==> config.mk <==
export PLATFORM = sky130hd
export DESIGN_NAME = scan_sequencer
export DESIGN_NICKNAME = d
export VERILOG_FILES = /design/src/rtl/scan_sequencer.sv
export SDC_FILE = /design/constraint.sdc
export NUM_CORES = 1
export LEC_CHECK = 0
export ABC_AREA = 1
export BUFFER_PORTS_ARGS = -buffer_cell sky130_fd_sc_hd__buf_2
export CAP_MARGIN = 30
export CORE_UTILIZATION = 64
export DETAILED_ROUTE_END_ITERATION = 8
export PLACE_DENSITY = 0.84
export SLEW_MARGIN = 20
export SYNTH_ARGS = -nofsm -noshare
export SYNTH_HDL_FRONTEND = slang
export SYNTH_SLANG_ARGS = --single-unit
==> constraint.sdc <==
create_clock -name clk_100M -period 5.6 [get_ports clk_100M]
set_input_delay 1.68 -clock clk_100M [delete_from_list [all_inputs] [get_ports clk_100M]]
set_output_delay 1.68 -clock clk_100M [all_outputs]
set_load 0.01 [all_outputs]
==> src/rtl/scan_sequencer.sv <==
// Purpose: homes a stepper-driven scan head, then alternates settle / CCD line capture / line-advance steps.
// Latency: start accepted -> HOMING on the next cycle; line_done -> ccd_en low and next state on the next cycle.
// Backpressure: none; start is ignored unless IDLE, line_done is ignored outside CAPTURE.
//
// Ports:
//   clk_100M, rst                  clock and asynchronous active-high reset
//   start, abort                   one-cycle scan request / cancel
//   num_lines, steps_per_line      scan geometry, captured on an accepted start
//   line_done                      end-of-readout pulse from the CCD timing block
//   mtr_nhome, mtr_nflt            asynchronous home switch and driver fault (active-low)
//   ccd_en                         line capture enable
//   mtr_nen/step/dir/nrst/slp      stepper driver controls
//   busy, done, fault, line_count  status
module scan_sequencer #(
  parameter int STEP_HALF      = 2500,
  parameter int SETTLE         = 10000,
  parameter int HOME_MAX_STEPS = 20000
) (
  input  logic        clk_100M,
  input  logic        rst,
  input  logic        start,
  input  logic        abort,
  input  logic [15:0] num_lines,
  input  logic [7:0]  steps_per_line,
  input  logic        line_done,
  input  logic        mtr_nhome,
  input  logic        mtr_nflt,
  output logic        ccd_en,
  output logic        mtr_nen,
  output logic        mtr_step,
  output logic        mtr_dir,
  output logic        mtr_nrst,
  output logic        mtr_slp,
  output logic        busy,
  output logic        done,
  output logic        fault,
  output logic [15:0] line_count
);

  // One timer serves both the step-pulse period and the settle wait.
  localparam int TW  = $clog2(2 * STEP_HALF + SETTLE + 1);
  // Pulse counter must hold both the homing limit and any steps_per_line value.
  localparam int PCW = $clog2(HOME_MAX_STEPS + 257);

  localparam logic [TW-1:0]  T_ONE      = TW'(1);
  localparam logic [TW-1:0]  T_HALF     = TW'(STEP_HALF);
  localparam logic [TW-1:0]  T_PER_END  = TW'(2 * STEP_HALF - 1);
  localparam logic [TW-1:0]  T_SET_END  = TW'(SETTLE - 1);
  localparam logic [PCW-1:0] P_ONE      = PCW'(1);
  localparam logic [PCW-1:0] P_HOME_MAX = PCW'(HOME_MAX_STEPS);

  typedef enum logic [2:0] {
    ST_IDLE, ST_HOMING, ST_SETTLE, ST_CAPTURE, ST_STEP, ST_DONE, ST_FAULT
  } state_t;

  state_t          state_q, state_d;
  logic [TW-1:0]   timer_q;
  logic [PCW-1:0]  pulse_cnt_q, pulse_next;
  logic [15:0]     num_lines_q, line_count_q, lc_next;
  logic [7:0]      spl_q;
  logic            done_zero_q;
  logic            nrst_q;
  logic [1:0]      nhome_sync, nflt_sync;
  logic            nhome_s, nflt_s;
  logic            stepping, pulse_end, home_skip, start_ok, lc_inc;

  // Two-flop synchronizers; idle (released) value is 1.
  always_ff @(posedge clk_100M or posedge rst) begin
    if (rst) begin
      nhome_sync <= 2'b11;
      nflt_sync  <= 2'b11;
    end else begin
      nhome_sync <= {nhome_sync[0], mtr_nhome};
      nflt_sync  <= {nflt_sync[0], mtr_nflt};
    end
  end

  assign nhome_s = nhome_sync[1];
  assign nflt_s  = nflt_sync[1];

  assign pulse_next = pulse_cnt_q + P_ONE;
  assign lc_next    = line_count_q + 16'd1;
  assign start_ok   = (state_q == ST_IDLE) && start;

  always_comb begin
    stepping  = (state_q == ST_HOMING) || (state_q == ST_STEP);
    // Each pulse decision is taken on the last low cycle so no pulse is ever cut short.
    pulse_end = stepping && (timer_q == T_PER_END);
    // Already home on entry: leave HOMING without starting a pulse.
    home_skip = (state_q == ST_HOMING) && (timer_q == '0) && (pulse_cnt_q == '0) && !nhome_s;
    state_d   = state_q;
    case (state_q)
      ST_IDLE:    if (start && (num_lines != 16'd0)) state_d = ST_HOMING;
      ST_HOMING: begin
        if (home_skip) begin
          state_d = ST_SETTLE;
        end else if (pulse_end) begin
          if (!nhome_s)                       state_d = ST_SETTLE;
          else if (pulse_next == P_HOME_MAX)  state_d = ST_FAULT;
        end
      end
      ST_SETTLE:  if (timer_q == T_SET_END) state_d = ST_CAPTURE;
      ST_CAPTURE: if (line_done) state_d = (lc_next == num_lines_q) ? ST_DONE : ST_STEP;
      ST_STEP:    if (pulse_end && (pulse_next == {{(PCW-8){1'b0}}, spl_q})) state_d = ST_SETTLE;
      ST_DONE:    state_d = ST_IDLE;
      ST_FAULT:   if (abort && nflt_s) state_d = ST_IDLE;
      default:    state_d = ST_IDLE;
    endcase
    if (abort && (state_q != ST_IDLE) && (state_q != ST_FAULT)) state_d = ST_IDLE;
    // Driver fault outranks everything, including abort and line_done.
    if (!nflt_s && (state_q != ST_IDLE)) state_d = ST_FAULT;
  end

  // Count a line only when the capture actually completes (not aborted, not faulted).
  assign lc_inc = (state_q == ST_CAPTURE) && line_done &&
                  ((state_d == ST_STEP) || (state_d == ST_DONE));

  always_ff @(posedge clk_100M or posedge rst) begin
    if (rst) begin
      state_q      <= ST_IDLE;
      timer_q      <= '0;
      pulse_cnt_q  <= '0;
      num_lines_q  <= '0;
      spl_q        <= 8'd1;
      line_count_q <= '0;
      done_zero_q  <= 1'b0;
      nrst_q       <= 1'b0;
    end else begin
      state_q     <= state_d;
      nrst_q      <= 1'b1;
      done_zero_q <= start_ok && (num_lines == 16'd0);
      if (start_ok) begin
        num_lines_q  <= num_lines;
        spl_q        <= (steps_per_line == 8'd0) ? 8'd1 : steps_per_line;
        line_count_q <= '0;
      end else if (lc_inc) begin
        line_count_q <= lc_next;
      end
      if (state_d != state_q) begin
        timer_q     <= '0;
        pulse_cnt_q <= '0;
      end else if (pulse_end) begin
        timer_q     <= '0;
        pulse_cnt_q <= pulse_next;
      end else if (stepping || (state_q == ST_SETTLE)) begin
        timer_q <= timer_q + T_ONE;
      end
    end
  end

  // All outputs decode from async-reset registers, so rst forces them without a clock.
  assign busy       = (state_q != ST_IDLE) && (state_q != ST_FAULT);
  assign fault      = (state_q == ST_FAULT);
  assign ccd_en     = (state_q == ST_CAPTURE);
  assign mtr_nen    = !((state_q == ST_HOMING) || (state_q == ST_SETTLE) ||
                        (state_q == ST_CAPTURE) || (state_q == ST_STEP));
  assign mtr_slp    = ~mtr_nen;
  assign mtr_dir    = (state_q == ST_STEP);
  assign mtr_step   = stepping && (timer_q < T_HALF) && !home_skip;
  assign mtr_nrst   = nrst_q;
  assign done       = done_zero_q || ((state_q == ST_DONE) && !abort && nflt_s);
  assign line_count = line_count_q;

endmodule

==> run summary <==
layout net count: 837
Setup Skew: 0.0137 ns
syn_area_per_cell: 6.84 um^2
fin crit share: 70.5%
xor and xnor area share after synthesis: 3.54%
fill count: 650
YS warnings: 0
FP Rows: 32
post_cts resized: 0
Max Cap Viol: 0
Relative slew margins: 50.4%
Die Height: 91.5 um
Die Area: 8380 um^2
clk sink count: 78
vias per cell: 5.42
Routed Wire Length: 12,300 um
clock root buffer: clkbuf_8
largest net degree at the start of global routing: 49
DRT iter0 DRCs: 287
Reg clk slew, reported paths: 0.07 ns
gr ovfl total: 0
Lkg Pwr: 2.80 nW
fraction of layout cells with a size suffix above 1: 14.0%
sequential fraction of the synthesis area: 38.2%
RSZ-0062 raised after global routing: false
via count of the first global-routing pass: 4,620
Overall Power: 0.00184 W
nature of the critical path endpoint: primary output
Setup Viol. Count Final: 0
Post-Synth Adder-Cell Area: 1.22%
largest family of logic cells by synthesized area: simple AND/OR/NAND/NOR gates
WL per Instance: 13.6 um
mux cell area share after synthesis: 0.415%
initial antenna violation count: 0
area of the multi-input gates: 2690 um^2
Clock Latency Late Sink: 0.36 ns
pwr/cell area: 323 nW/um^2
via count: 4,918
Post-Synth Simple-Gate Area: 41.4%
cts bufs inserted: 9
I/O pin count: 56
post-route setup TNS: 0 ns
antenna-violating nets left: 0
Post-Syn Nets: 786
Synth Register Bits: 78
first-pass GRT wire length: 20,600 um
final period demand of the worst path: 3.95 ns
Setup Buffers After CTS: 0
Die X-Extent: 91.5 um
Post-Syn Area: 5130 um^2
IO buf count: 55
startpoint types: flip-flop
commonest non-fill, non-tap cells in the layout: nand2_1, inv_1, nor2_1
CTS tree: done
Area Growth Syn to Fin: 10.8%
htree depth: 3
cts-stage hold buffer count: 0
post-layout util: 73.6%
Hold Crit Class: flip-flop to flip-flop
CTS Buffer Depth: 2
Mapped Cells: 750
diode count: 0
placer congestion estimate: 0.938
status: finished clean
core area: 7730 um^2
most common cell after layout, fill and taps aside: nand2_1
final hold violation count: 0
Total GRT Usage: 31.0%
Remaining DRCs: 0
worst-path fanout max: 8
Worst EP arrival: 2.27 ns
Max Freq: 253 MHz
Compound-Gate Fraction of Synth Area: 5.83%
Yosys cell types: 39
WS Path Type: flip-flop to primary output
VDD IR max: 213 uV
Worst Path Required: 3.92 ns
Reg area: 1960 um^2
Detail Placement HPWL: 9170 um
Slew Viols, Final: 0
final hold slack: 0.357 ns
Starting Density: 66.4%
worst slew pin tran: 0.742 ns
TritonRoute pass-1 iters: 5
layer usage:
metal | vias up | wire length (um) | GRT usage [%]
li1 | 2480 | - | -
met1 | 2253 | 5190 | 38.3
met2 | 155 | 6160 | 53.4
met3 | 30 | 604 | 5.44
met4 | 0 | 359 | 12.8
met5 | - | 0 | 0
registers in the layout (all words and copies together) (netlist names):
register	count
timer_q	14
line_count	16
nhome_sync	2
nflt_sync	2
num_lines_q	16
mtr_nrst	1
state_q	3
spl_q	8
pulse_cnt_q	15
done_zero_q	1
cell type report:
type | instances | area share, %
flip-flops and latches | 78 | 34.4
multi-input cells | 550 | 47.3
well taps | 102 | 2.24
clock inverters | 3 | 1.19
repair buffers | 57 | 5.10
inverters | 105 | 6.93
clock buffers | 13 | 2.79
per-stage QoR:
stage / cells / setup slack (ns) / area (um^2)
2_1_floorplan: 750 / 1.93 / 5130
3_3_place_gp: 892 / 1.77 / 5460
3_5_place_dp: 892 / 1.66 / 5460
4_1_cts: 908 / 1.70 / 5690
5_1_grt: 908 / 1.52 / 5690
6_report: 908 / 1.65 / 5690
power breakdown:
group | internal, W | switching [W] | leakage (nW)
Clock | 0.000276 | 0.000201 | 0.110
Combinational | 0.000206 | 0.000412 | 1.66
Sequential | 0.000663 | 0.0000795 | 1.03
path summary, 6_finish.rpt:
path	from	endpoint	slack, ns	cells after the start
setup reg to reg	pulse_cnt_q[0]	line_count[0]	2.13	18
min in group asynchronous	rst	num_lines_q[0]	1.44	2
setup / recovery	pulse_cnt_q[0]	mtr_step	1.65	8
hold reg to reg	nhome_sync[0]	nhome_sync[1]	0.36	0
max in group asynchronous	rst	spl_q[0]	3.11	3
hold / removal	nhome_sync[0]	nhome_sync[1]	0.36	0
Yosys cell counts:
cell type	number	share of area, %
nand2_1	228	17
o2111ai_1	1	0.17
conb_1	1	0.073
xnor2_1	1	0.17
a31oi_1	1	0.12
clkbuf_1	8	0.59
nand4_4	1	0.41
nand3b_1	12	1.8
a21oi_1	4	0.39
nor2_2	15	1.8
a41oi_1	1	0.17
nand3_4	2	0.68
o21bai_2	1	0.22
nor2_4	5	1.1
o21ai_0	36	3.5
dfstp_2	5	2.6
buf_2	5	0.49
dfrtp_1	73	36
nor4_1	5	0.61
nand4_2	1	0.24
nand3_2	1	0.20
inv_2	3	0.22
xor3_1	1	0.46
nand4_1	23	2.8
buf_1	1	0.073
ha_1	5	1.2
a2111oi_0	1	0.17
nand2_2	6	0.73
mux2_2	1	0.22
nand3_1	74	7.2
o21ai_1	9	0.88
nor2_1	89	6.5
a41o_1	1	0.20
buf_4	1	0.15
xor2_1	17	2.9
buf_6	2	0.44
mux2i_1	1	0.20
nor3_1	6	0.59
inv_1	102	7.5
kinds of logic (layout without fill, tap and decap cells):
group                      count (synthesis)  count (layout)
and+or+nand+nor                          468             468
buffers and inverters                    122             178
DFF                                       78              78
AOI/OAI and AO/OA                         55              55
xor gates and xnor gates                  19              19
adders and majority gates                  5               5
muxes                                      2               2
other                                      1               1
worst max-delay path, cell delays in order (launching register included):
cell	delay, ns
dfrtp_1	0.54
inv_1	0.10
ha_1	0.26
nand2_1	0.08
nor2_1	0.04
nand2_1	0.05
nor2_1	0.05
a2111oi_0	0.57
buf_2	0.23
(Power assumes the default switching activity.)
